## src/rtl/div.sv

```systemverilog
// div: 32-bit radix-2 restoring divider, {remainder, quotient} result.
// Optional signed support is compiled in only when DIV_SIGNED_EN is defined;
// otherwise signed_div_i is ignored and every division is unsigned.
//
// state       | meaning
// ------------+---------------------------------------------------
// DIV_FREE    | idle, waiting for start_i; outputs held at zero
// DIV_BY_ZERO | zero divisor seen, zero result on next edge
// DIV_ON      | one restoring iteration per cycle, cnt 0..31; cnt 32 finalises
// DIV_END     | result valid, held until start_i drops
module div (
  input  logic        clk,
  input  logic        rst,
  input  logic        signed_div_i,
  input  logic [31:0] opdata1_i,
  input  logic [31:0] opdata2_i,
  input  logic        start_i,
  input  logic        annul_i,
  output logic [63:0] result_o,
  output logic        ready_o
);

  localparam logic [1:0] DIV_FREE    = 2'b00;
  localparam logic [1:0] DIV_BY_ZERO = 2'b01;
  localparam logic [1:0] DIV_ON      = 2'b10;
  localparam logic [1:0] DIV_END     = 2'b11;

  logic [1:0]  r_state;
  logic [5:0]  r_cnt;
  logic [31:0] r_rem;
  logic [31:0] r_quo;
  logic [31:0] r_divisor;
  logic [63:0] r_result;
  logic        r_ready;

  logic [31:0] w_op1_mag;
  logic [31:0] w_op2_mag;
  logic [31:0] w_quo_fix;
  logic [31:0] w_rem_fix;
  logic [32:0] w_shift;
  logic [33:0] w_trial;
  logic        w_borrow;

`ifdef DIV_SIGNED_EN
  logic r_sign1;
  logic r_sign2;

  // Magnitudes of the incoming operands; negative values only matter when signed.
  assign w_op1_mag = (signed_div_i && opdata1_i[31]) ? (~opdata1_i + 32'd1) : opdata1_i;
  assign w_op2_mag = (signed_div_i && opdata2_i[31]) ? (~opdata2_i + 32'd1) : opdata2_i;
  // Quotient negative when signs differ; remainder follows the dividend's sign.
  // 0x80000000 / -1 wraps back to 0x80000000 naturally through this negation.
  assign w_quo_fix = (r_sign1 ^ r_sign2) ? (~r_quo + 32'd1) : r_quo;
  assign w_rem_fix = r_sign1 ? (~r_rem + 32'd1) : r_rem;
`else
  logic w_unused_sign;

  assign w_unused_sign = signed_div_i;
  assign w_op1_mag     = opdata1_i;
  assign w_op2_mag     = opdata2_i;
  assign w_quo_fix     = r_quo;
  assign w_rem_fix     = r_rem;
`endif

  // One restoring step: shift next dividend bit into the partial remainder and trial-subtract.
  assign w_shift  = {r_rem, r_quo[31]};
  assign w_trial  = {1'b0, w_shift} - {2'b00, r_divisor};
  assign w_borrow = w_trial[33];

  assign result_o = r_result;
  assign ready_o  = r_ready;

  // Sequencing FSM, iteration datapath and registered outputs.
  always_ff @(posedge clk) begin
    if (!rst) begin
      r_state   <= DIV_FREE;
      r_cnt     <= 6'd0;
      r_rem     <= 32'd0;
      r_quo     <= 32'd0;
      r_divisor <= 32'd0;
      r_result  <= 64'd0;
      r_ready   <= 1'b0;
`ifdef DIV_SIGNED_EN
      r_sign1   <= 1'b0;
      r_sign2   <= 1'b0;
`endif
    end else begin
      case (r_state)
        DIV_FREE: begin
          r_ready  <= 1'b0;
          r_result <= 64'd0;
          if (start_i && !annul_i) begin
            if (opdata2_i == 32'd0) begin
              r_state <= DIV_BY_ZERO;
            end else begin
              r_state   <= DIV_ON;
              r_cnt     <= 6'd0;
              r_rem     <= 32'd0;
              r_quo     <= w_op1_mag;
              r_divisor <= w_op2_mag;
`ifdef DIV_SIGNED_EN
              r_sign1   <= signed_div_i & opdata1_i[31];
              r_sign2   <= signed_div_i & opdata2_i[31];
`endif
            end
          end
        end
        DIV_BY_ZERO: begin
          r_result <= 64'd0;
          if (annul_i) begin
            r_state <= DIV_FREE;
            r_ready <= 1'b0;
          end else begin
            r_state <= DIV_END;
            r_ready <= 1'b1;
          end
        end
        DIV_ON: begin
          if (annul_i) begin
            r_state  <= DIV_FREE;
            r_ready  <= 1'b0;
            r_result <= 64'd0;
          end else if (!r_cnt[5]) begin
            r_rem <= w_borrow ? w_shift[31:0] : w_trial[31:0];
            r_quo <= {r_quo[30:0], ~w_borrow};
            r_cnt <= r_cnt + 6'd1;
          end else begin
            r_result <= {w_rem_fix, w_quo_fix};
            r_ready  <= 1'b1;
            r_state  <= DIV_END;
          end
        end
        default: begin
          if (!start_i) begin
            r_state  <= DIV_FREE;
            r_ready  <= 1'b0;
            r_result <= 64'd0;
          end
        end
      endcase
    end
  end

endmodule

```

## config.mk

```make
export PLATFORM = sky130hd
export DESIGN_NAME = div
export DESIGN_NICKNAME = d
export VERILOG_FILES = /design/src/rtl/div.sv
export SDC_FILE = /design/constraint.sdc
export NUM_CORES = 1
export LEC_CHECK = 0
export CORE_MARGIN = 1
export CORE_UTILIZATION = 45
export DETAILED_ROUTE_END_ITERATION = 8
export PLACE_DENSITY_LB_ADDON = 0.15
export SLEW_MARGIN = 5
export SYNTH_ARGS = -nofsm -noshare
export SYNTH_HDL_FRONTEND = slang
export SYNTH_SLANG_ARGS = --single-unit
```

## constraint.sdc

```tcl
create_clock -name clk -period 2.7 [get_ports clk]
set_clock_uncertainty 0.2 [all_clocks]
set_input_delay 0.81 -clock clk [delete_from_list [all_inputs] [get_ports clk]]
set_output_delay 0.81 -clock clk [all_outputs]
set_load 0.02 [all_outputs]
```

==> run_results.csv <==
group,metric,value,unit
outcome,result_of_the_run,"complete, but fails checks",
outcome,violations,"setup timing",
critical_path,timing.critical_path.cells,"ha_4 > a21oi_4 > o21ai_4 > a2111oi_4 > o22ai_2 > a22o_1 > o41a_1 > buf_4 > nor2_4 > buf_8 > o211ai_1",
grt,grt-ovfl-total,0,
grt,grt_max_degree,140,
worst_hold_path,hold_start,"result_o[21]",
critical_path,critPathArrivalTime,3.10,ns
final_layout,postLayoutCellArea,0.0135,mm²
synth,synth.cell_area,0.00914,mm²
power_and_ir_drop,cellLeakagePower,5.82,nW
worst_hold_path,hold_path.class,"register to register",
sta,max-slew-margin-rel,0.626,
synth,post_synth_main_area_contributors,"dfxtp_1 (37%), mux2i_1 (7.2%), nand2_1 (5.6%)",
sta,worst_slack,-0.285,ns
floorplan,io_pins,134,
sta,worst-slew-pin-transition,0.561,ns
critical_path,crit_end_element,"register",
cts,cts.clk_slew.worst_paths,0.08,ns
synth,synthDominantCellAreaShare,0.370,
critical_path,timing.reg2reg.worst_path_depth,11,
cts,clock_tree.root_cell,"clkbuf_16",
power_and_ir_drop,power_density,701,mW/mm²
critical_path,critical_path.reg2reg.endpoint,"r_rem[17]",
placed_design,place.detailed.hpwl,17600,µm
synth,synthCells,1072,
sta,fmaxAchievable,335,MHz
placed_design,placement.cell_area,0.0122,mm²
floorplan,initial_core_util,0.465,
cts,worst_skew_pair.late_latency,0.44,ns
synth,synth.yosys.seq_area_share,0.370,
cts,cts_buffers,17,
grt,vias_in_the_first_global_route,8479,
grt,grt_antenna_before_repair,1,
power_and_ir_drop,ir_worst_vdd,0.500,mV
critical_path,cp_slowest_cell,"o41a_1",
final_layout,synthToLayoutAreaGrowth,47.3,%
worst_hold_path,whs_endpoint,"result_o[21]",
route,antenna_violating_nets_post_route,0,
synth,synthesis.area_per_instance,8.52,µm²
sta,post_route_minimum_period,2.99,ns
sta,finalCritPeriodShare,1.11,
placed_design,io_buffers,132,
floorplan,coreArea,0.0197,mm²
cts,cts.sink_count,169,
floorplan,dieHeight,144,µm
final_layout,finish.net_count,1471,
synth,synth_async_sr_flop_share,0,
sta,final_hold_viol_count,0,
critical_path,worst-setup-path-type,"register to register",
critical_path,timing.rr.start,"r_rem[19]",
cts,cts_max_path_buffers,2,
critical_path,critical_path_buf_inv_count,2,
sta,timing_max_transition_violations_final,0,
route,route.vias.total,8777,
critical_path,setup.worst_path.start_class,"register",
worst_hold_path,hold_depth,2,
floorplan,placementRows,51,
route,drtIter0Drc,445,
sta,setup_tns,-7.81,ns
critical_path,critical_path.top_delay_family,"compound AO/OA/AOI/OAI gates",
synth,synth_cell_types,60,
floorplan,die_area,0.0209,mm²
synth,cell_taking_the_most_area_after_synthesis,"dfxtp_1",
cts,cts_hold_buffers,0,
route,drc,0,
synth,yosysWarnings,0,
route,route.detailed.wl_per_inst,15.8,µm
critical_path,cp_max_fo,11,
synth,synth_ff_type,"dfxtp_1",
sta,finalSetupViolCount,33,
floorplan,die_w,144,µm
synth,synth.ff_latch_count,169,
route,iteration_count_of_the_initial_detailed_routing_pass,5,
synth,synth_enable_flop_cells,0,
route,route.detailed.vias_per_inst,5.35,
critical_path,setup_slack_on_the_worst_flop_to_flop_path,-0.29,ns
critical_path,worst-endpoint-required,2.81,ns
sta,unrepaired_setup_endpoints_after_global_routing,"yes",
job,maxCapViolations,0,
placed_design,gp_routability_congestion,0.907,
grt,wire_length_of_the_first_global_routing_pass,40400,µm
final_layout,post_route_cells_drive_above_1_share,0.238,
synth,post_synthesis_net_count,1179,
cts,htree_levels,4,
route,routed_wirelength,26000,µm
critical_path,critPathMaxStageDelay,0.51,ns
grt,grt.total_usage,0.245,
cts,tritoncts,"done",
worst max path at each step:
stage	from	endpoint	slack (ns)	cells past startpoint
2_1_floorplan	r_divisor[18]	r_rem[16]	-0.26	11
3_3_place_gp	opdata2_i[6]	r_rem[23]	-0.88	12
3_5_place_dp	opdata2_i[6]	r_rem[23]	-0.91	12
4_1_cts	r_divisor[4]	r_rem[16]	-0.25	10
5_1_grt	r_divisor[20]	r_rem[13]	-0.39	12
6_report	r_rem[19]	r_rem[17]	-0.29	11
what timing repair did:
| item | 4_1_cts | 5_1_grt |
|---|---|---|
| gates resized for setup | 61 | 45 |
| setup endpoints to repair | 102 | 102 |
| pin swaps | 25 | 20 |
| cloned | 0 | 7 |
| endpoints found under the hold margin | 0 | 0 |
| setup buffers | 11 | 5 |
cell usage after synthesis, drive strengths merged (2+ instances only):
master and instances:
a21boi 41, a32o 3, a31oi 8, a221o 2, a211o 3, a22oi 27
a21o 7, o211a 32, and3 6, nor2 30, nand4 28, dfxtp 169
a41oi 3, buf 13, xor2 5, o31a 2, a22o 2, nand2 136
or3 6, o22ai 4, o21a 10, o211ai 29, o21ai 34, o31ai 7
and4 4, or2 4, a2111oi 4, clkbuf 62, o21bai 2, nand3 52
nor2b 69, a31o 2, a211oi 3, o2111ai 2, nor3 15, xnor2 17
nor4 9, inv 45, mux2i 66, nand2b 13, ha 37, a21oi 37
and2 12
through the flow:
step                worst slack (ns)  cells  hold WS (ns)  total power [W]  utilization
floorplan                     -0.258   1072         0.248          0.00506            -
global placement              -0.876   1588         0.252          0.00649        0.621
detailed placement            -0.911   1588         0.255          0.00654        0.621
CTS                           -0.247   1629         0.265          0.00920        0.665
global route                  -0.391   1641         0.285          0.00993        0.685
finish                        -0.285   1642         0.261          0.00944        0.685
final cells by class:
class	instances	area [µm²]
Timing Repair Buffer	348	3330
Clock buffer	17	425
Fill cell	1675	6200
Clock inverter	14	155
Sequential cell	169	3390
Tap cell	265	332
Multi-Input combinational cell	783	5650
Inverter	45	169
Antenna cell	1	2.50
registers in the layout (all words and copies together), names as in the netlist:
register / count
r_cnt: 6
r_divisor: 32
r_quo: 32
ready_o: 1
r_rem: 32
r_state: 2
result_o: 64
placed cells by master (no fill, tap or decap), types with 12 or more instances in the layout:
cell type          n
nor2b_1           68
a21boi_0          40
o211ai_1          29
nand3_1           49
xnor2_1           17
nor2_1            26
clkbuf_16         23
clkdlybuf4s50_1  111
inv_1             41
mux2i_1           65
nand2b_1          12
o211a_1           32
dfxtp_1          160
a21oi_1           31
dlymetal6s2s_1    19
nand2_1          135
nand4_1           28
nor3_1            13
buf_12            16
a22oi_1           26
ha_1              27
o21ai_0           22
buf_4            186
logic make-up after synthesis:
group | share of synthesized area
flops | 0.370
xor+xnor | 0.0211
mux | 0.0723
fa+ha+maj | 0.0529
buf+inv | 0.0519
simple gates | 0.211
compound gates | 0.220
worst register-to-register path, delay by kind of cell, from the launching register on:
family | cells | cell delay [ns]
AO/OA/AOI/OAI | 7 | 1.53
buffers and inverters | 2 | 0.37
flip-flops | 1 | 0.39
AND/OR/NAND/NOR | 1 | 0.14
adder cells (fa/ha/maj) | 1 | 0.24
where the power goes:
part / switching, W / internal [W]
sequential: 0.000154 / 0.00271
combinational: 0.00210 / 0.00202
clock: 0.00115 / 0.00131
metal layers:
| layer | up-vias | part of all wire | global-route usage |
|---|---|---|---|
| li1 | 4430 | - | - |
| met1 | 4117 | 0.45 | 0.300 |
| met2 | 195 | 0.48 | 0.424 |
| met3 | 35 | 0.059 | 0.0583 |
| met4 | 0 | 0.018 | 0.0753 |
| met5 | - | 0 | 0 |
No activity file was read; power rests on OpenSTA's default activity.
